===== config.mk =====
export PLATFORM = sky130hd
export DESIGN_NAME = pwr_seq_ctrl
export DESIGN_NICKNAME = d
export VERILOG_FILES = /design/src/rtl/pwr_seq_ctrl_pkg.sv /design/src/rtl/pwr_seq_ctrl.sv
export SDC_FILE = /design/constraint.sdc
export NUM_CORES = 1
export LEC_CHECK = 0
export CORE_UTILIZATION = 51
export CTS_CLUSTER_DIAMETER = 40
export DETAILED_ROUTE_END_ITERATION = 7
export GPL_ROUTABILITY_DRIVEN = 0
export GPL_TIMING_DRIVEN = 0
export PLACE_DENSITY_LB_ADDON = 0.12
export SYNTH_ARGS = -nofsm -noshare
export SYNTH_HDL_FRONTEND = slang
export SYNTH_SLANG_ARGS = --single-unit

===== constraint.sdc =====
create_clock -name sys_clk -period 2.5 [get_ports sys_clk]
set_input_delay 0.5 -clock sys_clk [delete_from_list [all_inputs] [get_ports sys_clk]]
set_output_delay 0.5 -clock sys_clk [all_outputs]
set_load 0.01 [all_outputs]

===== src/rtl/pwr_seq_ctrl_pkg.sv =====
// Shared definitions for the board power sequencer: state encodings,
// fault codes and default delay values in milliseconds.
package pwr_seq_ctrl_pkg;

  typedef enum logic [3:0] {
    ST_OFF     = 4'd0,
    ST_W_VCORE = 4'd1,
    ST_D_VCORE = 4'd2,
    ST_W_1V8   = 4'd3,
    ST_D_1V8   = 4'd4,
    ST_W_3V3   = 4'd5,
    ST_D_3V3   = 4'd6,
    ST_W_1V1   = 4'd7,
    ST_D_1V1   = 4'd8,
    ST_D_POR   = 4'd9,
    ST_ON      = 4'd10,
    ST_SD_1V1  = 4'd11,
    ST_SD_3V3  = 4'd12,
    ST_SD_1V8  = 4'd13,
    ST_FAULT   = 4'd14
  } state_e;

  localparam logic [2:0] FC_NONE    = 3'd0;
  localparam logic [2:0] FC_VCORE   = 3'd1;
  localparam logic [2:0] FC_P1V8    = 3'd2;
  localparam logic [2:0] FC_P3V3    = 3'd3;
  localparam logic [2:0] FC_P1V1    = 3'd4;
  localparam logic [2:0] FC_PG_LOST = 3'd5;

  localparam int DEF_DLY_STAGE_MS  = 6;
  localparam int DEF_DLY_P1V1_MS   = 10;
  localparam int DEF_DLY_POR_MS    = 400;
  localparam int DEF_PG_TIMEOUT_MS = 50;
  localparam int DEF_OFF_DLY_MS    = 10;
  localparam int DEF_CNT_W         = 11;

  // The encoding is ordered along the sequence, so output and monitor
  // windows are simple contiguous ranges.
  function automatic logic st_between(input state_e s, input state_e lo, input state_e hi);
    return (s >= lo) && (s <= hi);
  endfunction

endpackage


===== src/rtl/pwr_seq_ctrl.sv =====
// Board power sequencer: VCORE -> P1V8 -> P3V3 -> P1V1 bring-up, reset
// release, power-good supervision and reverse-order shutdown on one ms counter.
module pwr_seq_ctrl
  import pwr_seq_ctrl_pkg::*;
#(
  parameter int DLY_STAGE_MS  = DEF_DLY_STAGE_MS,
  parameter int DLY_P1V1_MS   = DEF_DLY_P1V1_MS,
  parameter int DLY_POR_MS    = DEF_DLY_POR_MS,
  parameter int PG_TIMEOUT_MS = DEF_PG_TIMEOUT_MS,
  parameter int OFF_DLY_MS    = DEF_OFF_DLY_MS,
  parameter int CNT_W         = DEF_CNT_W
) (
  input  logic       sys_clk,
  input  logic       sys_rst,
  input  logic       ms_tick,
  input  logic       vcore_en,
  input  logic       vcore_pwrgd,
  input  logic       p1v8_pwrgd,
  input  logic       p3v3_pwrgd,
  input  logic       p1v1_pwrgd,
  input  logic       fault_clr,
  output logic       p1v8_en,
  output logic       p3v3_en,
  output logic       p1v1_en,
  output logic       pcie_rst_n,
  output logic       phy_rst_n,
  output logic       cpu_por_n,
  output logic       seq_done,
  output logic       fault,
  output logic [2:0] fault_code,
  output logic [3:0] state
);

  // A delay of N expires on the tick seen while the counter holds N-1.
  localparam logic [CNT_W-1:0] T_STAGE = CNT_W'(DLY_STAGE_MS - 1);
  localparam logic [CNT_W-1:0] T_P1V1  = CNT_W'(DLY_P1V1_MS - 1);
  localparam logic [CNT_W-1:0] T_POR   = CNT_W'(DLY_POR_MS - DLY_P1V1_MS - 1);
  localparam logic [CNT_W-1:0] T_PGTO  = CNT_W'(PG_TIMEOUT_MS - 1);
  localparam logic [CNT_W-1:0] T_OFF   = CNT_W'(OFF_DLY_MS - 1);

  state_e           state_q, state_d, sd_target;
  logic [CNT_W-1:0] cnt_q, cnt_d;
  logic [2:0]       fault_code_q, fault_code_d;
  logic             p1v8_en_q, p3v3_en_q, p1v1_en_q, rst_rel_q, por_rel_q, done_q, fault_q;
  logic             hit_stage, hit_p1v1, hit_por, hit_pgto, hit_off, pg_lost;

  assign hit_stage = ms_tick && (cnt_q == T_STAGE);
  assign hit_p1v1  = ms_tick && (cnt_q == T_P1V1);
  assign hit_por   = ms_tick && (cnt_q == T_POR);
  assign hit_pgto  = ms_tick && (cnt_q == T_PGTO);
  assign hit_off   = ms_tick && (cnt_q == T_OFF);

  // A rail is supervised from its settle state through ON.
  assign pg_lost = (st_between(state_q, ST_D_VCORE, ST_ON) && !vcore_pwrgd)
                || (st_between(state_q, ST_D_1V8,   ST_ON) && !p1v8_pwrgd)
                || (st_between(state_q, ST_D_3V3,   ST_ON) && !p3v3_pwrgd)
                || (st_between(state_q, ST_D_1V1,   ST_ON) && !p1v1_pwrgd);

  // Shutdown starts at the highest rail already enabled; none enabled means OFF.
  always_comb begin
    sd_target = ST_OFF;
    if (state_q >= ST_W_1V1)      sd_target = ST_SD_1V1;
    else if (state_q >= ST_W_3V3) sd_target = ST_SD_3V3;
    else if (state_q >= ST_W_1V8) sd_target = ST_SD_1V8;
  end

  always_comb begin
    state_d      = state_q;
    fault_code_d = fault_code_q;
    case (state_q)
      ST_OFF:    if (vcore_en) state_d = ST_W_VCORE;
      ST_SD_1V1: if (hit_off) state_d = ST_SD_3V3;
      ST_SD_3V3: if (hit_off) state_d = ST_SD_1V8;
      ST_SD_1V8: if (hit_off) state_d = ST_OFF;
      ST_FAULT:  if (fault_clr && !vcore_en) state_d = ST_OFF;
      default: begin
        if (pg_lost) begin
          state_d      = ST_FAULT;
          fault_code_d = FC_PG_LOST;
        end else if (!vcore_en) begin
          state_d = sd_target;
        end else begin
          case (state_q)
            ST_W_VCORE:
              if (vcore_pwrgd) state_d = ST_D_VCORE;
              else if (hit_pgto) begin state_d = ST_FAULT; fault_code_d = FC_VCORE; end
            ST_D_VCORE: if (hit_stage) state_d = ST_W_1V8;
            ST_W_1V8:
              if (p1v8_pwrgd) state_d = ST_D_1V8;
              else if (hit_pgto) begin state_d = ST_FAULT; fault_code_d = FC_P1V8; end
            ST_D_1V8: if (hit_stage) state_d = ST_W_3V3;
            ST_W_3V3:
              if (p3v3_pwrgd) state_d = ST_D_3V3;
              else if (hit_pgto) begin state_d = ST_FAULT; fault_code_d = FC_P3V3; end
            ST_D_3V3: if (hit_stage) state_d = ST_W_1V1;
            ST_W_1V1:
              if (p1v1_pwrgd) state_d = ST_D_1V1;
              else if (hit_pgto) begin state_d = ST_FAULT; fault_code_d = FC_P1V1; end
            ST_D_1V1: if (hit_p1v1) state_d = ST_D_POR;
            ST_D_POR: if (hit_por) state_d = ST_ON;
            default: ;
          endcase
        end
      end
    endcase
    if (state_d != ST_FAULT) fault_code_d = FC_NONE;
  end

  always_comb begin
    cnt_d = cnt_q;
    if (state_d != state_q) cnt_d = '0;
    else if (ms_tick)       cnt_d = cnt_q + CNT_W'(1);
  end

  // Outputs are decoded from the next state so they change on the same edge as the state.
  always_ff @(posedge sys_clk or posedge sys_rst) begin
    if (sys_rst) begin
      state_q      <= ST_OFF;
      cnt_q        <= '0;
      fault_code_q <= FC_NONE;
      p1v8_en_q    <= 1'b0;
      p3v3_en_q    <= 1'b0;
      p1v1_en_q    <= 1'b0;
      rst_rel_q    <= 1'b0;
      por_rel_q    <= 1'b0;
      done_q       <= 1'b0;
      fault_q      <= 1'b0;
    end else begin
      state_q      <= state_d;
      cnt_q        <= cnt_d;
      fault_code_q <= fault_code_d;
      p1v8_en_q    <= st_between(state_d, ST_W_1V8, ST_SD_1V8);
      p3v3_en_q    <= st_between(state_d, ST_W_3V3, ST_SD_3V3);
      p1v1_en_q    <= st_between(state_d, ST_W_1V1, ST_SD_1V1);
      rst_rel_q    <= st_between(state_d, ST_D_POR, ST_ON);
      por_rel_q    <= (state_d == ST_ON);
      done_q       <= (state_d == ST_ON);
      fault_q      <= (state_d == ST_FAULT);
    end
  end

  assign p1v8_en    = p1v8_en_q;
  assign p3v3_en    = p3v3_en_q;
  assign p1v1_en    = p1v1_en_q;
  assign pcie_rst_n = rst_rel_q;
  assign phy_rst_n  = rst_rel_q;
  assign cpu_por_n  = por_rel_q;
  assign seq_done   = done_q;
  assign fault      = fault_q;
  assign fault_code = fault_code_q;
  assign state      = state_q;

endmodule

==> impl_metrics.yaml <==
sta:
  hold_slack_ns: 0.592
  max_freq_mhz: 390
  rsz0062_at_grt: "yes"
  hold_violations: 0
  final-setup-viol-count: 3
  final.period_utilization_pct: 102
  timing.final.crit_period_ns: 2.56
  clock_skew_ns: 0.00347
  tightestPinTransition_ns: 0.896
  fin_ws_ns: -0.0609
  relSlewSlack_pct: 40.2
  maxSlewViolCount: 0
critical_path:
  r2r-start: "cnt_q[1]$_DFFE_PP0P_"
  critPathTopFamily: "simple AND/OR/NAND/NOR gates"
  required_ns: 2.69
  endpoint_kind: "register"
  r2r_slack_ns: -0.06
  path_cells: "inv_1 -> ha_2 -> and4bb_2 -> and3_4 -> buf_4 -> a211oi_2 -> a211oi_2 -> nor4_4 -> buf_4 -> nor4b_4 -> nor3b_2"
  r2r-end: "fault_code[1]$_DFFE_PP0P_"
  max_stage_delay_ns: 0.38
  cp_num_buf_inv: 3
  cp-endpoint: "fault_code[1]$_DFFE_PP0P_"
  cp-start-kind: "register"
  arrival_ns: 2.75
  criticalPathCategory: "register to register"
  cp.depth: 11
  cp_max_fo: 7
  slowest_stage: "dfrtp_1"
  crit_start: "cnt_q[1]$_DFFE_PP0P_"
  r2r_cells: 11
cells_and_area:
  fin_nets: 294
  area_growth_syn_to_layout_pct: 33.8
  diodes: 0
  fin_cells: 332
  drive_gt1_share_pct: 36.9
cts:
  cts.sinks: 24
  clock_path_buffers: 2
  insertion_delay_ns: 0.27
  cts_tree: "done"
  clkTransAtPathRegs_ns: 0.08
  cts_buffers: 3
  hold_buffers: 0
  cts_root_buf: "clkbuf_8"
  h-tree-depth: 1
synth:
  yosysMostFrequentCell: "dfrtp_1"
  synth_fa_ha_area_share_pct: 1.18
  synth_compound_area_share_pct: 23.6
  synthArstFlopShare_pct: 100
  synth_area_mm2: 0.00212
  synth_edf_count: 0
  synth_cells: 233
  synth-seq-cells: 24
  syn_nets: 244
  ys_seq_area_share_pct: 28.3
  yosys.area_share.simple_pct: 32.1
  ys_top_cells_by_area: "dfrtp_1, nor4_2, nand2_1"
  yosysTopAreaCellShare_pct: 28.3
  synth_ff_type: "dfrtp_1"
  yosysUniqueCellTypes: 69
  synth_common_cells: "dfrtp_1, nand2_1, nor2_1, nor4_2, inv_1"
  yosys_warnings: 0
  synth-xor-area-share_pct: 5.37
  avgSynthCellArea_um2: 9.10
  synth_top_area_cell: "dfrtp_1"
  synth.area.mux_share_pct: 0.945
  synth_top_family_by_area: "simple AND/OR/NAND/NOR gates"
grt:
  grt_pass1_wl_mm: 9.35
  grt_max_degree: 25
  antenna_found_initial: 0
  track_usage_pct: 27.9
  grt_pass1_vias: 1963
  grt-ovfl-total: 0
route:
  drt-initial-drc-count: 270
  wl_per_cell_um: 18.2
  drcViolationCount: 0
  ant_nets: 0
  route.vias.total: 2089
  wirelength_mm: 6.04
  wl_met2_mm: 2.73
  routed.top_layer: "met4"
  first_pass_iters: 5
  wl_met1_mm: 2.65
  viasPerCell: 6.29
  met3_wirelength_um: 408
placed_design:
  io_buffers: 22
  dp_hpwl_mm: 3.88
  dp_cells: 305
pwr:
  power_density_mw_per_mm2: 1300
  ir_drop_v: 0.00101
  p_leak_nw: 1.11
floorplanning:
  dieHeight_um: 66.5
  start_util_pct: 53.0
  rows: 23
  ioPinCount: 24
  die_w_um: 66.5
  dieArea_mm2: 0.00442
  core_area_mm2: 0.00400
min_path:
  hp-class: "register to register"
outcome:
  violations: "negative setup slack"
  status: "complete, but fails checks"
job:
  cap_violations: 0
cells in the final DEF (no fill, tap or decap), types with 3 or more instances in the layout:
cell type	synthesis	routed
buf_4	4	25
nand2_1	22	20
dfrtp_1	24	20
clkdlybuf4s50_1	0	17
nor2_1	13	12
buf_6	7	9
inv_1	10	9
nand4_1	8	8
nor3_1	9	8
o21ai_0	8	8
xor2_1	8	8
nor4_2	11	7
buf_2	5	6
nor2b_1	7	6
a211oi_2	1	6
nand2b_1	6	5
a21oi_1	8	5
nor4_4	1	5
xnor2_1	5	5
a21oi_2	1	4
clkbuf_8	0	4
dfrtp_2	0	4
dlygate4sd2_1	0	4
nor3_2	3	3
and3b_1	3	3
nor4_1	3	3
o21a_1	3	3
layout make-up:
cell class	count	area [µm²]
multi-input combinational	181	1530
fill	291	1160
sequential	24	606
timing repair buffer	45	392
buffer	17	143
tap	50	62.6
clock buffer	4	55.1
inverter	11	50.0
power by group:
part	internal (mW)	leakage, nW	switching, mW	total, mW
logic	1.24	0.774	1.62	2.86
registers	0.486	0.309	0.0754	0.561
clock network	0.141	0.0288	0.124	0.264
layer usage:
metal / up-vias / global-route usage [%]
li1: 973 / -
met1: 966 / 39.5
met2: 115 / 43.8
met3: 35 / 1.88
met4: 0 / 11.4
met5: - / 0
how the worst min path moves through the flow:
stage / slack [ns] / endpoint / startpoint / cells after the start
final: 0.59 / fault_code[2]$_DFFE_PP0P_ / fault_code[2]$_DFFE_PP0P_ / 2
after global routing: 0.61 / fault_code[2]$_DFFE_PP0P_ / fault_code[2]$_DFFE_PP0P_ / 2
after global placement: 0.58 / fault_code[2]$_DFFE_PP0P_ / fault_code[2]$_DFFE_PP0P_ / 2
after CTS: 0.60 / fault_code[2]$_DFFE_PP0P_ / fault_code[2]$_DFFE_PP0P_ / 2
after floorplan: 0.51 / cnt_q[0]$_DFFE_PP0P_ / sys_rst / 1
after detailed placement: 0.58 / fault_code[2]$_DFFE_PP0P_ / fault_code[2]$_DFFE_PP0P_ / 2
registers in the layout, summed over array words and instances, names as in the netlist:
name        cells
p1v1_en         1
cnt_q          11
fault           1
pcie_rst_n      1
p1v8_en         1
seq_done        1
state           4
fault_code      3
p3v3_en         1
kinds of logic (layout without fill, tap and decap cells):
logic type / count (synthesis) / in the layout
and+or+nand+nor: 102 / 102
DFF: 24 / 24
AOI/OAI and AO/OA: 62 / 62
xor gates and xnor gates: 13 / 13
adders and majority gates: 2 / 2
muxes: 2 / 2
buffers and inverters: 28 / 77
worst register-to-register path, delay by kind of cell, from the launching register on:
family | cells | cell delay, ns
AO/OA/AOI/OAI | 2 | 0.44
flip-flops | 1 | 0.38
buffers and inverters | 3 | 0.37
AND/OR/NAND/NOR | 5 | 1.14
adder cells (fa/ha/maj) | 1 | 0.14
repair_timing:
item                                    in CTS  in global routing
endpoints found under the hold margin        0                  0
pin swaps                                   24                 14
cloned                                       2                  0
buffers inserted                            13                 10
resized for setup                           30                 24
endpoints found under the setup margin      21                 16
metrics by stage:
step,TNS (ns),util [%],power (mW),setup slack (ns),instance area (µm²)
finish,-0.142,70.9,3.68,-0.0609,2840
global route,-1.27,70.9,3.87,-0.139,2840
CTS,-0.0114,66.4,3.31,-0.00925,2660
detailed placement,-12.65,60.1,2.70,-0.698,2400
global placement,-12.43,60.1,2.70,-0.685,2400
floorplan,0,-,2.17,0.0466,2120
No activity file was read; power rests on OpenSTA's default activity.
==> variant 1, RTL diff (same flow settings) <==
Reset style: synchronous (`sys_rst`), changed in one clocked block.
--- a/src/rtl/pwr_seq_ctrl.sv
+++ b/src/rtl/pwr_seq_ctrl.sv
@@ -113,7 +113,7 @@
   end
 
   // Outputs are decoded from the next state so they change on the same edge as the state.
-  always_ff @(posedge sys_clk or posedge sys_rst) begin
+  always_ff @(posedge sys_clk) begin
     if (sys_rst) begin
       state_q      <= ST_OFF;
       cnt_q        <= '0;
Function: differs if sys_rst is asserted again (counterexample within 4 cycles, from zero or initial values and one cycle with sys_rst high); with sys_rst held inactive, the same outputs for 10 cycles.
==> variant 1 against the original RTL <==
Power is 20% lower. Final area is 13% lower. Sequential cell count stayed put. Area after synthesis is 13% lower. Highest routed layer unchanged. Utilization is 1.7 points higher. Setup slack worse by 0.20 ns. Wire length is 12% lower. Clock power is 35% lower. Largest power group unchanged. The run still ends with setup timing left. Clock skew is 0.0010 ns higher.
==> variant 1: results (changes against the original RTL) <==
Status
  • Status: finished, violations left
  • Failing checks: setup timing

STA
  • Period utilization: 111% (+8.1 points)
  • Final worst setup slack: -0.265 ns (-0.204 ns)
  • Final setup fails: 18 (+15)
  • Worst Skew: 0.00450 ns (+0.00103 ns)

Min path
  • Hold crit path type: input pin to flip-flop

Pwr
  • Sw Ratio: 46.5% (-2.7 points)
  • Worst vdd ir: 0.950 mV (-5.5%)

Setup path
  • CP max stage cell: or4_4
  • Arr. time, crit path: 3.02 ns (+0.27 ns)
  • Worst r2r src: cnt_q[1]

Drt
  • Drt total wl: 5300 um (-12%)
  • DRT Pass-1 Iters: 4 (-1)
  • Via count: 1944 (-6.9%)

Synthesis
  • Distinct cells, synth: 66 (-4.3%)
  • Synth area leaders: dfxtp_1 26%, xnor2_1 4.3%, nor3_1 4.1%
  • Synth cell count leaders: 24 x dfxtp_1, 18 x nand2_1, 15 x nor3_1

Clocking
  • Clk slew on worst S/H paths: 0.13 ns (+0.05 ns)
  • Clk_lat worst skew: 0.31 ns (+0.04 ns)
  • Root Driver: clkbuf_4

Finish
  • Ratio of cells with drive above 1 in the final layout: 29.6% (-7.3 points)
  • Number of fillers in the final layout: 273 (-6.2%)

GRT
  • Vias in the first global route: 1810 (-7.8%)
  • Largest net degree at the start of global routing: 13 (-48%)

Placed design
  • Hpwl dp: 3370 um (-13%)
  • Inst Count DP: 295 (-3.3%)
==> variant 1: worst paths after layout <==
check	endpoint	slack [ns]	depth (start not counted)
worst max register to register	fault_code[1]	-0.26	10
worst max-delay path	fault_code[1]	-0.26	10
worst min-delay path	cnt_q[1]	0.37	2
worst min register to register	fault_code[2]	0.48	2
==> variant 1: kinds of logic after synthesis <==
logic type                 share of synthesized area [%]
xor gates and xnor gates                            6.14
DFF                                                 25.9
muxes                                               2.16
adders and majority gates                           1.35
buffers and inverters                               6.55
and+or+nand+nor                                     36.3
AOI/OAI and AO/OA                                   21.6
==> variant 1: repair_timing <==
item	4_1_cts	5_1_grt
resized for setup	25	22
hold buffers	0	0
setup buffers	11	5
pin swaps	13	19
setup endpoints to repair	19	20
==> variant 1: cell type report <==
| class | instances | area share (%) |
|---|---|---|
| multi-input combinational | 177 | 57.0 |
| tap | 46 | 2.32 |
| clock buffer | 3 | 0.908 |
| buffer | 18 | 5.14 |
| sequential | 24 | 19.8 |
| inverter | 7 | 1.06 |
| timing repair buffer | 38 | 13.8 |
==> variant 1: power by group through the flow <==
stage,clock network [mW],logic (mW),registers (mW)
4_1_cts,0.182,2.02,0.538
3_3_place_gp,0,1.73,0.548
2_1_floorplan,0,1.23,0.575
3_5_place_dp,0,1.74,0.548
6_report,0.171,2.23,0.543
5_1_grt,0.197,2.39,0.553
==> variant 1: critical path: cells and delay by family (launching register included) <==
family	cells	cell delay, ns
buffers and inverters	2	0.26
adders and majority gates	1	0.11
DFF	1	0.35
AOI/OAI and AO/OA	1	0.26
and+or+nand+nor	6	1.72
==> variant 1: routing by layer <==
layer	vias up	global-route usage, %	part of all wire, %
li1	930	-	-
met1	927	37.6	46
met2	74	41.5	47
met3	13	3.31	5.6
met4	0	9.30	1.8
met5	-	0	0
==> variant 1: metrics by stage <==
| step | area (um2) | setup TNS (ns) | hold WS, ns | total power [mW] | setup WS (ns) |
|---|---|---|---|---|---|
| finish | 2480 | -2.70 | 0.367 | 2.94 | -0.265 |
| global route | 2480 | -4.90 | 0.357 | 3.14 | -0.373 |
| CTS | 2370 | -2.11 | 0.360 | 2.74 | -0.202 |
| detailed placement | 2170 | -12.19 | 0.470 | 2.28 | -0.719 |
| global placement | 2170 | -12.25 | 0.463 | 2.28 | -0.725 |
| floorplan | 1900 | -0.314 | 0.491 | 1.80 | -0.103 |
==> variant 2, RTL diff (same flow settings) <==
Without the edit above. `DEF_CNT_W`: 11 -> 22.
--- a/src/rtl/pwr_seq_ctrl_pkg.sv
+++ b/src/rtl/pwr_seq_ctrl_pkg.sv
@@ -32,7 +32,7 @@
   localparam int DEF_DLY_POR_MS    = 400;
   localparam int DEF_PG_TIMEOUT_MS = 50;
   localparam int DEF_OFF_DLY_MS    = 10;
-  localparam int DEF_CNT_W         = 11;
+  localparam int DEF_CNT_W         = 22;
 
   // The encoding is ordered along the sequence, so output and monitor
   // windows are simple contiguous ranges.
Function: same outputs for any inputs over 10 cycles, from zero or initial values and one cycle with sys_rst high; that may be too few to reach the edited logic, so the function may still have changed.
==> variant 2 against the original RTL <==
The run still ends with setup timing left. Synthesized cell count grew 30%. Final area grew 24%. Wire length grew 17%. Power grew 6.8%. Die area grew 27%. Setup slack gained 0.0098 ns. Area after synthesis grew 28%. Sequential cell count grew 11. Via count grew 24%. Largest cell class unchanged. Largest power group unchanged.
==> variant 2: results (changes against the original RTL) <==
Placed design
  • Hpwl dp: 4770 um (+23%)
  • I/O Buffers: 21 (-4.5%)
  • DP Worst Slack: -0.758 ns (-0.0609 ns)

STA
  • Final setup fails: 21 (+18)
  • Final worst setup slack: -0.0511 ns (+0.00981 ns)
  • Final setup TNS: -0.608 ns (-0.467 ns)
  • Hold Worst Slack: 0.535 ns (-0.0570 ns)
  • Worst-margin pin slew: 0.706 ns (-0.190 ns)

Drt
  • Metal3 WL: 433 um (+6.1%)
  • Met2 routed WL: 3540 um (+30%)
  • DRT iter0 DRCs: 157 (-42%)
  • Via count: 2600 (+24%)
  • DR WL/cell: 16.7 um (-8.2%)

Pwr
  • Worst vdd ir: 0.759 mV (-25%)
  • Leakage: 1.35 nW (+21%)

Setup path
  • Worst Reg-to-Reg Cells: 9 (-2)
  • R2R Path End: cnt_q[12]
  • Arr. time, crit path: 2.76 ns (about the same)
  • CP peak stage delay: 0.48 ns (+0.10 ns)
  • Critical path destination: cnt_q[12]

Finish
  • Final clock-cell share: 2.31% (+0.37 points)
  • Max reg flops: 22 (+11)
  • Area of the multi-input gates: 1860 um2 (+22%)
  • Register Area: 882 um2 (+46%)
  • Number of fillers in the final layout: 414 (+42%)
  • Clk_buf instances: 7 (+3)
  • #MultiIn Comb: 236 (+30%)
  • Ratio of cells with drive above 1 in the final layout: 31.0% (-5.9 points)

Status
  • Status: finished, violations left
  • Failing checks: setup timing

GRT
  • GRT Util Overall: 27.3% (-0.59 points)
  • Largest net degree at the start of global routing: 36 (+44%)
  • First-pass GRT wire length: 11600 um (+24%)

Synthesis
  • Complex-gate fraction of the synthesized area: 17.1% (-6.5 points)
  • Distinct cells, synth: 67 (-2.9%)
  • Post-synthesis xor/xnor area fraction: 7.09% (+1.7 points)
  • Synth cell count leaders: 35 x dfrtp_1, 29 x nand2_1, 21 x nor3_2

Clocking
  • Total number of H-tree levels: 2 (+1)
  • CTS buffer count: 5 (+2)

Min path
  • Hold crit path type: input pin to flip-flop
  • WHS Endpoint: cnt_q[1]
==> variant 2: changes by cell type after synthesis, sizes merged, moves of 5 or more <==
| cell | unedited run | this run |
|---|---|---|
| nand3 | 2 | 14 |
| nor4 | 15 | 6 |
| xor2 | 8 | 14 |
| dfrtp | 24 | 35 |
| clkbuf | 1 | 6 |
| nand2 | 22 | 29 |
| nor3 | 12 | 30 |
==> variant 2: through the flow <==
| stage | cell area (um2) | util (%) | std cells |
|---|---|---|---|
| floorplan | 2720 | - | 304 |
| global placement | 3020 | 59.1 | 395 |
| detailed placement | 3020 | 59.1 | 395 |
| CTS | 3390 | 66.4 | 420 |
| global route | 3510 | 68.8 | 422 |
| finish | 3510 | 68.8 | 422 |
==> variant 2: logic make-up after synthesis <==
group	after synthesis
and+or+nand+nor	148
AOI/OAI and AO/OA	61
DFF	35
buffers and inverters	33
xor gates and xnor gates	22
muxes	3
adders and majority gates	2
==> variant 2: timing repair <==
item                                    CTS  global route
endpoints found under the setup margin   32            31
resized for setup                        35            27
setup buffers                            16             2
endpoints found under the hold margin     0             0
gates cloned                              2             0
pin swaps                                39            13
==> variant 2: power by group through the flow <==
stage / registers (mW) / clock network, mW / logic [mW]
2_1_floorplan: 0.763 / 0 / 1.50
3_3_place_gp: 0.742 / 0 / 2.06
3_5_place_dp: 0.744 / 0 / 2.05
4_1_cts: 0.728 / 0.403 / 2.63
5_1_grt: 0.742 / 0.427 / 3.03
6_report: 0.730 / 0.392 / 2.81
==> variant 2: metal layers <==
layer  vias up  track usage (%)
met1      1240             35.4
met2       106             45.0
li1       1223                -
met3        31             5.22
met4         0             10.7
met5         -                0
